$ cat config.mk
export PLATFORM = sky130hd
export DESIGN_NAME = al_accel_pool_ctrl
export DESIGN_NICKNAME = d
export VERILOG_FILES = /design/src/rtl/al_accel_pkg.sv /design/src/rtl/al_accel_pool_cnt.sv /design/src/rtl/al_accel_pool_ctrl.sv
export SDC_FILE = /design/constraint.sdc
export NUM_CORES = 1
export LEC_CHECK = 0
export ABC_AREA = 1
export CAP_MARGIN = 5
export CORE_MARGIN = 2
export CORE_UTILIZATION = 58
export CTS_CLUSTER_SIZE = 16
export DETAILED_ROUTE_END_ITERATION = 8
export PLACE_DENSITY = 0.88
export SYNTH_ARGS = -nofsm -noshare
export SYNTH_HDL_FRONTEND = slang
export SYNTH_SLANG_ARGS = --single-unit
$ cat constraint.sdc
create_clock -name clk -period 3.95 [get_ports clk]
set_input_delay 0.79 -clock clk [delete_from_list [all_inputs] [get_ports clk]]
set_output_delay 0.79 -clock clk [all_outputs]
set_load 0.01 [all_outputs]
$ cat src/rtl/al_accel_pkg.sv
// Shared types, sizing constants and config check for the al_accel pooling block.
// Latency: none (declarations only).
// Backpressure: not applicable.
package al_accel_pkg;

    localparam int POOL_BUF_DEPTH = 13;
    localparam int POOL_SEL_W     = 4;

    typedef enum logic [2:0] {
        PC_IDLE,
        PC_ROW_A,
        PC_ROW_B,
        PC_DRAIN,
        PC_FIN
    } pool_ctrl_state_t;

    // Row width must be even and fit the partial-max buffer; height must be whole row pairs.
    function automatic logic is_pool_cfg_legal(input logic [4:0] width, input logic [15:0] height);
        return (width != 5'd0) && !width[0] && (width <= 5'(2 * POOL_BUF_DEPTH)) &&
               (height != 16'd0) && !height[0];
    endfunction

endpackage

$ cat src/rtl/al_accel_pool_cnt.sv
// Wrap counter: counts on en, returns to 0 after reaching lim, clr has priority.
// Latency: count visible one cycle after en; wrap is combinational.
// Backpressure: holds its value whenever en is low.
module al_accel_pool_cnt #(
    parameter int W = 4
) (
    input  logic         clk,
    input  logic         rst,
    input  logic         clr,
    input  logic         en,
    input  logic [W-1:0] lim,
    output logic [W-1:0] cnt,
    output logic         wrap
);

    assign wrap = en && (cnt == lim);

    always_ff @(posedge clk or posedge rst) begin
        if (rst) begin
            cnt <= '0;
        end else if (clr) begin
            cnt <= '0;
        end else if (en) begin
            cnt <= wrap ? '0 : cnt + W'(1);
        end
    end

endmodule

$ cat src/rtl/al_accel_pool_ctrl.sv
// Sequencer for the 2x2/stride-2 max-pool datapath; optional stall counters under AL_POOL_CTRL_PERF_EN.
// Latency: pixel controls combinational with the input transfer; one pooled result per cycle in DRAIN.
// Backpressure: in_valid gaps and out_ready low hold every counter; in_ready only in ROW_A/ROW_B.
module al_accel_pool_ctrl
    import al_accel_pkg::*;
#(
    parameter int BUF_DEPTH = POOL_BUF_DEPTH,
    parameter int SEL_W     = POOL_SEL_W,
    parameter int DIM_W     = 8
) (
    input  logic             clk,
    input  logic             rst,
    input  logic             start,
    input  logic             abort,
    input  logic [4:0]       cfg_width,
    input  logic [DIM_W-1:0] cfg_height,
    input  logic             in_valid,
    output logic             in_ready,
    output logic             out_valid,
    input  logic             out_ready,
    output logic             pool_enb,
    output logic             pool_cp_enb,
    output logic             pool_ld_wrn,
    output logic [SEL_W-1:0] pool_sel_demux,
    output logic [SEL_W-1:0] pool_sel_mux,
    output logic             busy,
    output logic             done,
`ifdef AL_POOL_CTRL_PERF_EN
    output logic             cfg_err,
    output logic [15:0]      perf_in_stall,
    output logic [15:0]      perf_out_stall
`else
    output logic             cfg_err
`endif
);

    localparam logic [5:0] MAX_W = 6'(2 * BUF_DEPTH);

    pool_ctrl_state_t state_q, state_d;

    logic [4:0]       cfg_w_q;
    logic [DIM_W-1:0] cfg_h_q;
    logic             cfg_ok;
    logic             start_idle;
    logic             xfer;
    logic             acc;
    logic             ctr_clr;
    logic [4:0]       col_cnt;
    logic             col_wrap;
    logic [SEL_W-1:0] idx_cnt;
    logic [SEL_W-1:0] idx_lim;
    logic             idx_wrap;
    logic [DIM_W-1:0] row_cnt;
    logic             row_wrap_unused;
    logic             row_done;

    assign cfg_ok     = is_pool_cfg_legal(cfg_width, 16'(cfg_height)) && ({1'b0, cfg_width} <= MAX_W);
    assign start_idle = (state_q == PC_IDLE) && start && !abort;

    assign in_ready  = (state_q == PC_ROW_A) || (state_q == PC_ROW_B);
    assign out_valid = (state_q == PC_DRAIN);
    assign xfer      = in_valid && in_ready;
    assign acc       = out_valid && out_ready;
    assign busy      = (state_q != PC_IDLE);
    assign done      = (state_q == PC_FIN);

    assign pool_enb       = xfer;
    assign pool_ld_wrn    = (state_q == PC_ROW_A) && !col_cnt[0];
    assign pool_cp_enb    = xfer && ((state_q == PC_ROW_B) || ((state_q == PC_ROW_A) && col_cnt[0]));
    assign pool_sel_demux = SEL_W'(col_cnt[4:1]);
    assign pool_sel_mux   = (state_q == PC_DRAIN) ? idx_cnt : '0;

    // Counters sit at zero while idle so each frame starts clean.
    assign ctr_clr = abort || (state_q == PC_IDLE);
    assign idx_lim = SEL_W'(cfg_w_q[4:1]) - SEL_W'(1);

    al_accel_pool_cnt #(.W(5)) u_col_cnt (
        .clk  (clk),
        .rst  (rst),
        .clr  (ctr_clr),
        .en   (xfer),
        .lim  (cfg_w_q - 5'd1),
        .cnt  (col_cnt),
        .wrap (col_wrap)
    );

    al_accel_pool_cnt #(.W(SEL_W)) u_idx_cnt (
        .clk  (clk),
        .rst  (rst),
        .clr  (ctr_clr),
        .en   (acc),
        .lim  (idx_lim),
        .cnt  (idx_cnt),
        .wrap (idx_wrap)
    );

    // Counts completed row pairs (row/2); never reaches its all-ones limit for a legal height.
    al_accel_pool_cnt #(.W(DIM_W)) u_row_cnt (
        .clk  (clk),
        .rst  (rst),
        .clr  (ctr_clr),
        .en   ((state_q == PC_ROW_B) && col_wrap),
        .lim  ('1),
        .cnt  (row_cnt),
        .wrap (row_wrap_unused)
    );

    assign row_done = (row_cnt == (cfg_h_q >> 1));

    always_comb begin
        state_d = state_q;
        case (state_q)
            PC_IDLE:  if (start_idle && cfg_ok) state_d = PC_ROW_A;
            PC_ROW_A: if (col_wrap) state_d = PC_ROW_B;
            PC_ROW_B: if (col_wrap) state_d = PC_DRAIN;
            PC_DRAIN: if (idx_wrap) state_d = row_done ? PC_FIN : PC_ROW_A;
            PC_FIN:   state_d = PC_IDLE;
            default:  state_d = PC_IDLE;
        endcase
        if (abort) state_d = PC_IDLE;
    end

    always_ff @(posedge clk or posedge rst) begin
        if (rst) begin
            state_q <= PC_IDLE;
            cfg_w_q <= '0;
            cfg_h_q <= '0;
            cfg_err <= 1'b0;
        end else begin
            state_q <= state_d;
            cfg_err <= start_idle && !cfg_ok;
            if (start_idle && cfg_ok) begin
                cfg_w_q <= cfg_width;
                cfg_h_q <= cfg_height;
            end
        end
    end

`ifdef AL_POOL_CTRL_PERF_EN
    always_ff @(posedge clk or posedge rst) begin
        if (rst) begin
            perf_in_stall  <= '0;
            perf_out_stall <= '0;
        end else if (start && (state_q == PC_IDLE)) begin
            perf_in_stall  <= '0;
            perf_out_stall <= '0;
        end else begin
            if (in_ready && !in_valid && (perf_in_stall != 16'hFFFF))
                perf_in_stall <= perf_in_stall + 16'd1;
            if (out_valid && !out_ready && (perf_out_stall != 16'hFFFF))
                perf_out_stall <= perf_out_stall + 16'd1;
        end
    end
`endif

endmodule

# Word level (Yosys, flattened, before mapping)
# Index checks and enable logic that the tools add are counted.
# totals
register_bits	34
in_bits	19
out_inout_bits	16
wordCells	77
# op_classes
n_addsub	5
order_cmp	2
n_eq_ne	12
mux	17
n_reduce_logical	34
# ops
operator	count
2-to-1 mux 8 bit	3
logical AND 1 bit	18
2-to-1 mux 3 bit	6
2-to-1 mux 4 bit	4
2-to-1 mux 5 bit	3
case mux 3 bit (4 select lines)	1
<= comparator 5 bit, second input constant	2
adder 8 x 1 -> 8 bit, second input constant	1
equality test 8 x 7 -> 1 bit	1
equality test 8 bit, second input constant	1
nonzero test 8 bit	1
equality test 3 x 2 -> 1 bit, second input constant	2
!= test 3 x 2 -> 1 bit, second input constant	2
!= test 3 bit, second input constant	2
nonzero test 2 bit	3
adder 5 x 1 -> 5 bit, second input constant	1
equality test 5 bit	1
zero test 1 bit	5
nonzero test 5 bit	1
subtractor 5 x 1 -> 5 bit, second input constant	1
adder 4 x 1 -> 4 bit, second input constant	1
equality test 4 bit	1
AND reduction 4 bit	1
subtractor 4 x 1 -> 4 bit, second input constant	1
other kinds (5)	7

# Logic depth before layout (Yosys ltp)
# Gate-level depths: netlist of run 1.
# depth
depth_word	10
mapped_depth	14
mapped_depth_nobuf	14

# By module
# From an unflattened synthesis of run 1, not the netlist that was laid out.
# hier_totals
cells_unflattened	393
area_unflattened_um2	2499.9
# by_module_without_submodules
mod	n_inst	cells_per_inst	area_per_inst_um2	seq_area_each_um2
al_accel_pool_ctrl	1	181	1133.6	400.4
al_accel_pool_cnt at u_row_cnt	1	113	719.4	200.2
al_accel_pool_cnt at u_col_cnt	1	56	359.1	125.1
al_accel_pool_cnt at u_idx_cnt	1	43	287.8	100.1

# Worst setup path after synthesis of run 1
# Ideal clock, no wire load.
# synth_timing
path_kind	flip-flop to output port
from	register state_q[0]
to	output port pool_cp_enb
t_arrival_ns	1.070
path_slack_ns	2.090
path_stages_with_launch	6
path_cell_list	dfrtp_1 inv_1 nand3_4 nand2_2 nand2_4 a21oi_1
# synth_between
elab_chain_cells	4
word_cells_on_any_way	7
classes_between	2 x eq/ne; 5 x reduce/logical
# synth_lines
element	line	rtl
start: declaration	al_accel_pool_ctrl.sv:39	pool_ctrl_state_t state_q, state_d;
start signal: assignment	al_accel_pool_ctrl.sv:130	state_q <= state_d;
equality test 3 x 1 -> 1 bit or equality test 3 x 2 -> 1 bit (tied branches)	al_accel_pool_ctrl.sv:60	assign in_ready = (state_q == PC_ROW_A) || (state_q == PC_ROW_B);
logical OR 1 bit (*)	al_accel_pool_ctrl.sv:60	
via in_ready	al_accel_pool_ctrl.sv:18	output logic in_ready,
logical AND 1 bit (*)	al_accel_pool_ctrl.sv:62	assign xfer = in_valid && in_ready;
logical AND 1 bit (*)	al_accel_pool_ctrl.sv:69	assign pool_cp_enb = xfer && ((state_q == PC_ROW_B) || ((state_q == PC_ROW_A) && col_cnt[0]));
end: declaration	al_accel_pool_ctrl.sv:22	output logic pool_cp_enb,
# The timed path passes the listed nets; every way through them passes the cells marked *.

# Worst setup path after layout of run 1
# layout_timing
from	input port in_valid
to	output port pool_cp_enb
# layout_between
elab_chain_cells	2
# layout_lines
element	line	rtl
start: declaration	al_accel_pool_ctrl.sv:17	input logic in_valid,
logical AND 1 bit	al_accel_pool_ctrl.sv:62	
logical AND 1 bit	al_accel_pool_ctrl.sv:69	
# No other way between the ends.

==> impl_metrics.tcl, run 1 <==
set metrics [dict create \
    r2r_start "state_q[1]$_DFFE_PP0P_" \
    worstSetupStartpointType "input pin" \
    port_buffers 34 \
    finClkSkew_ps 6.17 \
    clkTransAtPathRegs_ps 70 \
    routed_wl_um 4980 \
    worst_ep_arrival_time_ps 2050 \
    criticalPathCategory "input pin to primary output" \
    met1_length_um 2210 \
    clkLatencyLatePin_ps 290 \
    top_layer "met4" \
    post-route-period-util_pct 71.9 \
    status "finished, final reports clean" \
    slew_violations 0 \
    drt-vias-per-instance 5.29 \
    finalHoldViolCount 0 \
    hold_slack_ps 535 \
    cp-end-kind "primary output" \
    clockBufferDepth 2 \
    synth_seq_area_share_pct 36.7 \
    syn2layout_area_growth_pct 19.5 \
    cts_setup_buffers 0 \
    wl_met2_um 2390 \
    cts_root_buffer "clkbuf_8" \
    layout-drive-gt1-share_pct 6.44 \
    hold_depth 2 \
    place_ws_ps 1110 \
    gp_routability_congestion 0.821 \
    synthCells 322 \
    setup_violations 0 \
    synth_seq_cells 33 \
    drt_first_pass_iters 4 \
    rsz0062_at_grt "false" \
    diodes 0 \
    htree_levels 2 \
    clkSinkCount 33 \
    fin_ws_ps 1110 \
    fin_crit_ps 2840 \
    grt_first_pass_wirelength_um 8530 \
    pin_count 35 \
    cp_max_fo 4 \
    hold_path_end "cfg_w_q[0]$_DFFE_PP0P_" \
    cts_resized 0 \
    start_util_pct 61.0 \
    crit_required_ps 3160 \
    track_usage_pct 25.8 \
    drc 0 \
    syn_area_per_cell_um2 6.99 \
    yosysWarningCount 0 \
    grt_max_degree 34 \
    rows 22 \
    cts_hold_buf 0 \
    rrSetupSlack_ps 1820 \
    final_antenna_net_count 0 \
    antenna_found_initial 0 \
    drtIter0Drc 134 \
    num_vias 2144 \
    syn_area_um2 2250 \
    hpwlAfterDp_um 3730 \
    max_slew_margin_pct 49.0 \
    crit_start "in_valid" \
    ir_worst_vdd_v 0.000284 \
    fmax_mhz 352 \
    route.met3.wl_um 308 \
    tns_ps 0 \
    hold_path_class "register to register" \
    core_um2 3690 \
    nNetsFinal 381 \
    p_leak_nw 1.39 \
    synthDistinctLibCells 34 \
    p_per_area_nw_per_um2 367 \
    cts_inserted_buffers 5 \
    gr-total-overflow 0 \
    die-area_um2 4390 \
    synth_nets 347 \
    hp-start "cfg_w_q[0]$_DFFE_PP0P_" \
    die_x_um 66.3 \
    reg2reg_to "state_q[1]$_DFFE_PP0P_" \
    drv_cap 0 \
    die_h_um 66.3 \
    cts_tree "built" \
    grt_pass1_vias 1988 \
    wl_per_cell_um 12.3 \
    fill_cells 319 \
    r2r_cells 10 \
    worstMarginPinSlew_ps 762 \
]
==> area by class of cell <==
class,count,area (um2),share of cell area [%]
tap,48,60.1,2.23
clock inverter,2,10.0,0.372
clock buffer,6,72.6,2.70
inverter,51,194,7.22
multi-input combinational,230,1180,43.8
sequential,33,826,30.7
timing repair buffer,35,348,12.9
==> cell usage after synthesis (all sizes together) <==
library cell | number | area [um2]
mux2 | 3 | 33.8
o211ai | 1 | 7.51
o22ai | 3 | 18.8
nand3 | 28 | 163
nand3b | 3 | 22.5
ha | 6 | 75.1
or2 | 1 | 6.26
nand4 | 6 | 37.5
buf | 8 | 52.6
nand2 | 99 | 392
and2 | 1 | 6.26
xnor2 | 2 | 17.5
nor4 | 1 | 6.26
nor3 | 4 | 36.3
o21bai | 1 | 7.51
a21oi | 13 | 65.1
nor3b | 1 | 7.51
o21ai | 11 | 55.1
xor2 | 9 | 78.8
nor2 | 37 | 141
inv | 51 | 194
dfrtp | 33 | 826
==> through the flow <==
step | instances | instance area (um2) | util (%) | power (mW)
after CTS | 405 | 2690 | 72.9 | 0.985
after global routing | 405 | 2690 | 72.9 | 1.05
final | 405 | 2690 | 72.9 | 0.985
after floorplan | 322 | 2250 | - | 0.636
after global placement | 397 | 2610 | 70.6 | 0.720
after detailed placement | 397 | 2610 | 70.6 | 0.736
==> layout by cell type, fill, tap and decap left out, drive strengths merged <==
cell type / instances
o21ai: 11
a21oi: 13
ha: 6
nor4: 1
nand2: 99
buf: 1
or2: 1
xnor2: 2
o22ai: 3
nand3: 28
nor2: 37
clkbuf: 6
mux2: 3
clkdlybuf4s50: 34
o21bai: 1
and2: 1
clkinv: 2
nand3b: 3
nor3b: 1
xor2: 9
nand4: 6
nor3: 4
dfrtp: 33
o211ai: 1
inv: 51
==> cells by family (layout without fill, tap and decap cells) <==
kind of cell / count (synthesis) / in the layout / synth area share, %
simple gates: 181 / 181 / 36.4
buf+inv: 59 / 94 / 11.0
fa+ha+maj: 6 / 6 / 3.34
compound gates: 29 / 29 / 6.84
xor+xnor: 11 / 11 / 4.28
flops: 33 / 33 / 36.7
mux: 3 / 3 / 1.50
==> worst max-delay path, cell delays in order <==
cell and delay (ps):
clkdlybuf4s50_1 500, nand2_4 80, a21oi_1 130, clkdlybuf4s50_1 550
==> worst max path at each step <==
| stage | endpoint | slack [ps] | cells after the start |
|---|---|---|---|
| 4_1_cts | pool_cp_enb | 1100 | 4 |
| 5_1_grt | pool_cp_enb | 1070 | 4 |
| 2_1_floorplan | pool_cp_enb | 2090 | 5 |
| 3_5_place_dp | pool_cp_enb | 1110 | 4 |
| 6_report | pool_cp_enb | 1110 | 4 |
| 3_3_place_gp | pool_cp_enb | 1140 | 4 |
==> report_power, final <==
part	switching [mW]	leakage [nW]	total, mW	internal [mW]
Combinational	0.193	0.919	0.320	0.127
Sequential	0.0320	0.426	0.413	0.381
Clock	0.130	0.0450	0.252	0.122
==> registers in the layout (all words and copies together), names as in the netlist <==
signal / cells
cfg_err: 1
cfg_w_q: 5
u_col_cnt.cnt: 5
state_q: 3
cfg_h_q: 7
u_row_cnt.cnt: 8
u_idx_cnt.cnt: 4
==> per-layer routing <==
metal / vias to the layer above / global-route usage (%)
met5: - / 0
met4: 0 / 8.42
met3: 7 / 6.30
met2: 62 / 42.6
met1: 999 / 33.0
li1: 1076 / -
Note: power is estimated with default switching activity, not from simulation.
==> run 2, diff against run 1 <==
--- a/config.mk
+++ b/config.mk
@@ -8,10 +8,10 @@
 export ABC_AREA = 1
 export CAP_MARGIN = 5
 export CORE_MARGIN = 2
-export CORE_UTILIZATION = 58
+export CORE_UTILIZATION = 54
 export CTS_CLUSTER_SIZE = 16
 export DETAILED_ROUTE_END_ITERATION = 8
-export PLACE_DENSITY = 0.88
+export PLACE_DENSITY = 0.83
 export SYNTH_ARGS = -nofsm -noshare
 export SYNTH_HDL_FRONTEND = slang
 export SYNTH_SLANG_ARGS = --single-unit
==> constraint.sdc (replaced) <==
create_clock -name clk -period 2.64 [get_ports clk]
set_input_delay 0.528 -clock clk [delete_from_list [all_inputs] [get_ports clk]]
set_output_delay 0.528 -clock clk [all_outputs]
set_load 0.01 [all_outputs]
==> run 2 against run 1 <==
  * Die area rose by 7.0%
  * Via count decreased by 2.6%
  * Power increased by 54%
==> impl_metrics.tcl, run 2 (synthesized netlist as in run 1, its figures left out) <==
set metrics [dict create \
    status "finished, final reports clean" \
    route.met3.wl_um 168 \
    diodes 0 \
    gr-total-overflow 0 \
    clkSinkCount 33 \
    die_x_um 68.5 \
    p_per_area_nw_per_um2 557 \
    antenna_found_initial 0 \
    final_antenna_net_count 0 \
    p_total_mw 1.52 \
    dp_cells 401 \
    rows 23 \
    drt_first_pass_iters 4 \
    die_h_um 68.5 \
    cts_inserted_buffers 5 \
    cp_top_family "buffers and inverters" \
    fmax_mhz 412 \
    worstSetupStartpointType "register" \
    clkLatencyLatePin_ps 290 \
    final_common_cell "nand2_1" \
    fill_cells 339 \
    clockBufferDepth 2 \
    hp-start "cfg_h_q[3]$_DFFE_PP0P_" \
    nNetsFinal 383 \
    path_depth 6 \
    max_slew_margin_pct 70.9 \
    p_leak_nw 1.41 \
    routed_wl_um 4930 \
    fin_crit_ps 2430 \
    path_cells "inv_1 -> nand3_2 -> nand2_2 -> nand2_4 -> a21oi_1 -> clkdlybuf4s50_1" \
    drc 0 \
    cts_root_buffer "clkbuf_8" \
    start_util_pct 56.2 \
    criticalPathCategory "register to primary output" \
    post-route-period-util_pct 91.9 \
    final_cell_mix "nand2_1 (95), inv_1 (49), nor2_1 (36)" \
    reg2reg_to "u_row_cnt.cnt[7]$_DFFE_PP0P_" \
    grt_first_pass_wirelength_um 8630 \
    hold_path_class "register to register" \
    largest_reg_flops 8 \
    die-area_um2 4700 \
    htree_levels 2 \
    fin_area_um2 2720 \
    endpoint "pool_cp_enb" \
    tns_ps 0 \
    core_um2 4000 \
    slew_violations 0 \
    clkTransAtPathRegs_ps 70 \
    regMostFlops "u_row_cnt.cnt" \
    finClkSkew_ps 7.47 \
    crit_start "state_q[1]$_DFFE_PP0P_" \
    track_usage_pct 24.9 \
    rrSetupSlack_ps 720 \
    drt-vias-per-instance 5.11 \
    met1_length_um 2080 \
    syn2layout_area_growth_pct 21.1 \
    grt_pass1_vias 2097 \
    hpwlAfterDp_um 3760 \
    instances_no_fill 409 \
    cts_tree "built" \
    layout-drive-gt1-share_pct 7.24 \
    wl_per_cell_um 12.1 \
    r2r_cells 12 \
    cts_hold_buf 0 \
    cts_setup_buffers 0 \
    cts_resized 0 \
    cp-end-kind "primary output" \
    rsz0062_at_grt "false" \
    crit_required_ps 2110 \
    finalHoldViolCount 0 \
    ir_worst_vdd_v 0.000438 \
    hold_slack_ps 542 \
    grt_max_degree 34 \
    wl_met2_um 2620 \
    top_regs "u_row_cnt.cnt x8, cfg_h_q x7" \
    cp_max_fo 7 \
    dpl_cell_area_um2 2620 \
    crit_buf_inv 2 \
    pin_count 35 \
    num_vias 2088 \
    setup_violations 0 \
    drv_cap 0 \
    port_buffers 34 \
    drtIter0Drc 147 \
    gp_routability_congestion 0.890 \
    top_layer "met4" \
    slowest_stage "clkdlybuf4s50_1" \
    r2r_start "cfg_w_q[1]$_DFFE_PP0P_" \
    cp_slowest_stage_delay_ps 550 \
    worstMarginPinSlew_ps 436 \
    worst_ep_arrival_time_ps 1900 \
]
-- run 2: report_power, final --
| part | internal, mW | switching [mW] |
|---|---|---|
| registers | 0.571 | 0.0484 |
| logic | 0.189 | 0.283 |
| clock network | 0.236 | 0.189 |
| total | 0.996 | 0.521 |
-- run 2: worst min-delay path by stage --
stage	endpoint	slack (ps)	cells past startpoint
6_report	cfg_h_q[3]$_DFFE_PP0P_	540	1
5_1_grt	cfg_h_q[5]$_DFFE_PP0P_	570	1
4_1_cts	cfg_h_q[6]$_DFFE_PP0P_	550	2
3_5_place_dp	cfg_w_q[0]$_DFFE_PP0P_	530	2
3_3_place_gp	cfg_h_q[4]$_DFFE_PP0P_	510	2
2_1_floorplan	cfg_w_q[0]$_DFFE_PP0P_	480	2
-- run 2: cell type report --
type                            count  area (um2)  share of cell area, %
Clock buffer                        7        96.3                   3.54
Tap cell                           50        62.6                   2.30
Clock inverter                      1        5.00                  0.184
Multi-Input combinational cell    230        1180                   43.2
Inverter                           51         194                   7.12
Sequential cell                    33         826                   30.3
Timing Repair Buffer               37         363                   13.3
-- run 2: routing by layer --
layer | up-vias | GRT usage (%)
li1 | 1078 | -
met1 | 967 | 26.6
met2 | 34 | 47.2
met3 | 9 | 5.84
met4 | 0 | 8.25
met5 | - | 0
-- run 2: through the flow --
step | util, % | worst slack, ps
finish | 68.1 | 213
global placement | 65.6 | 346
CTS | 68.1 | 198
global route | 68.1 | 116
floorplan | - | 957
detailed placement | 65.6 | 336
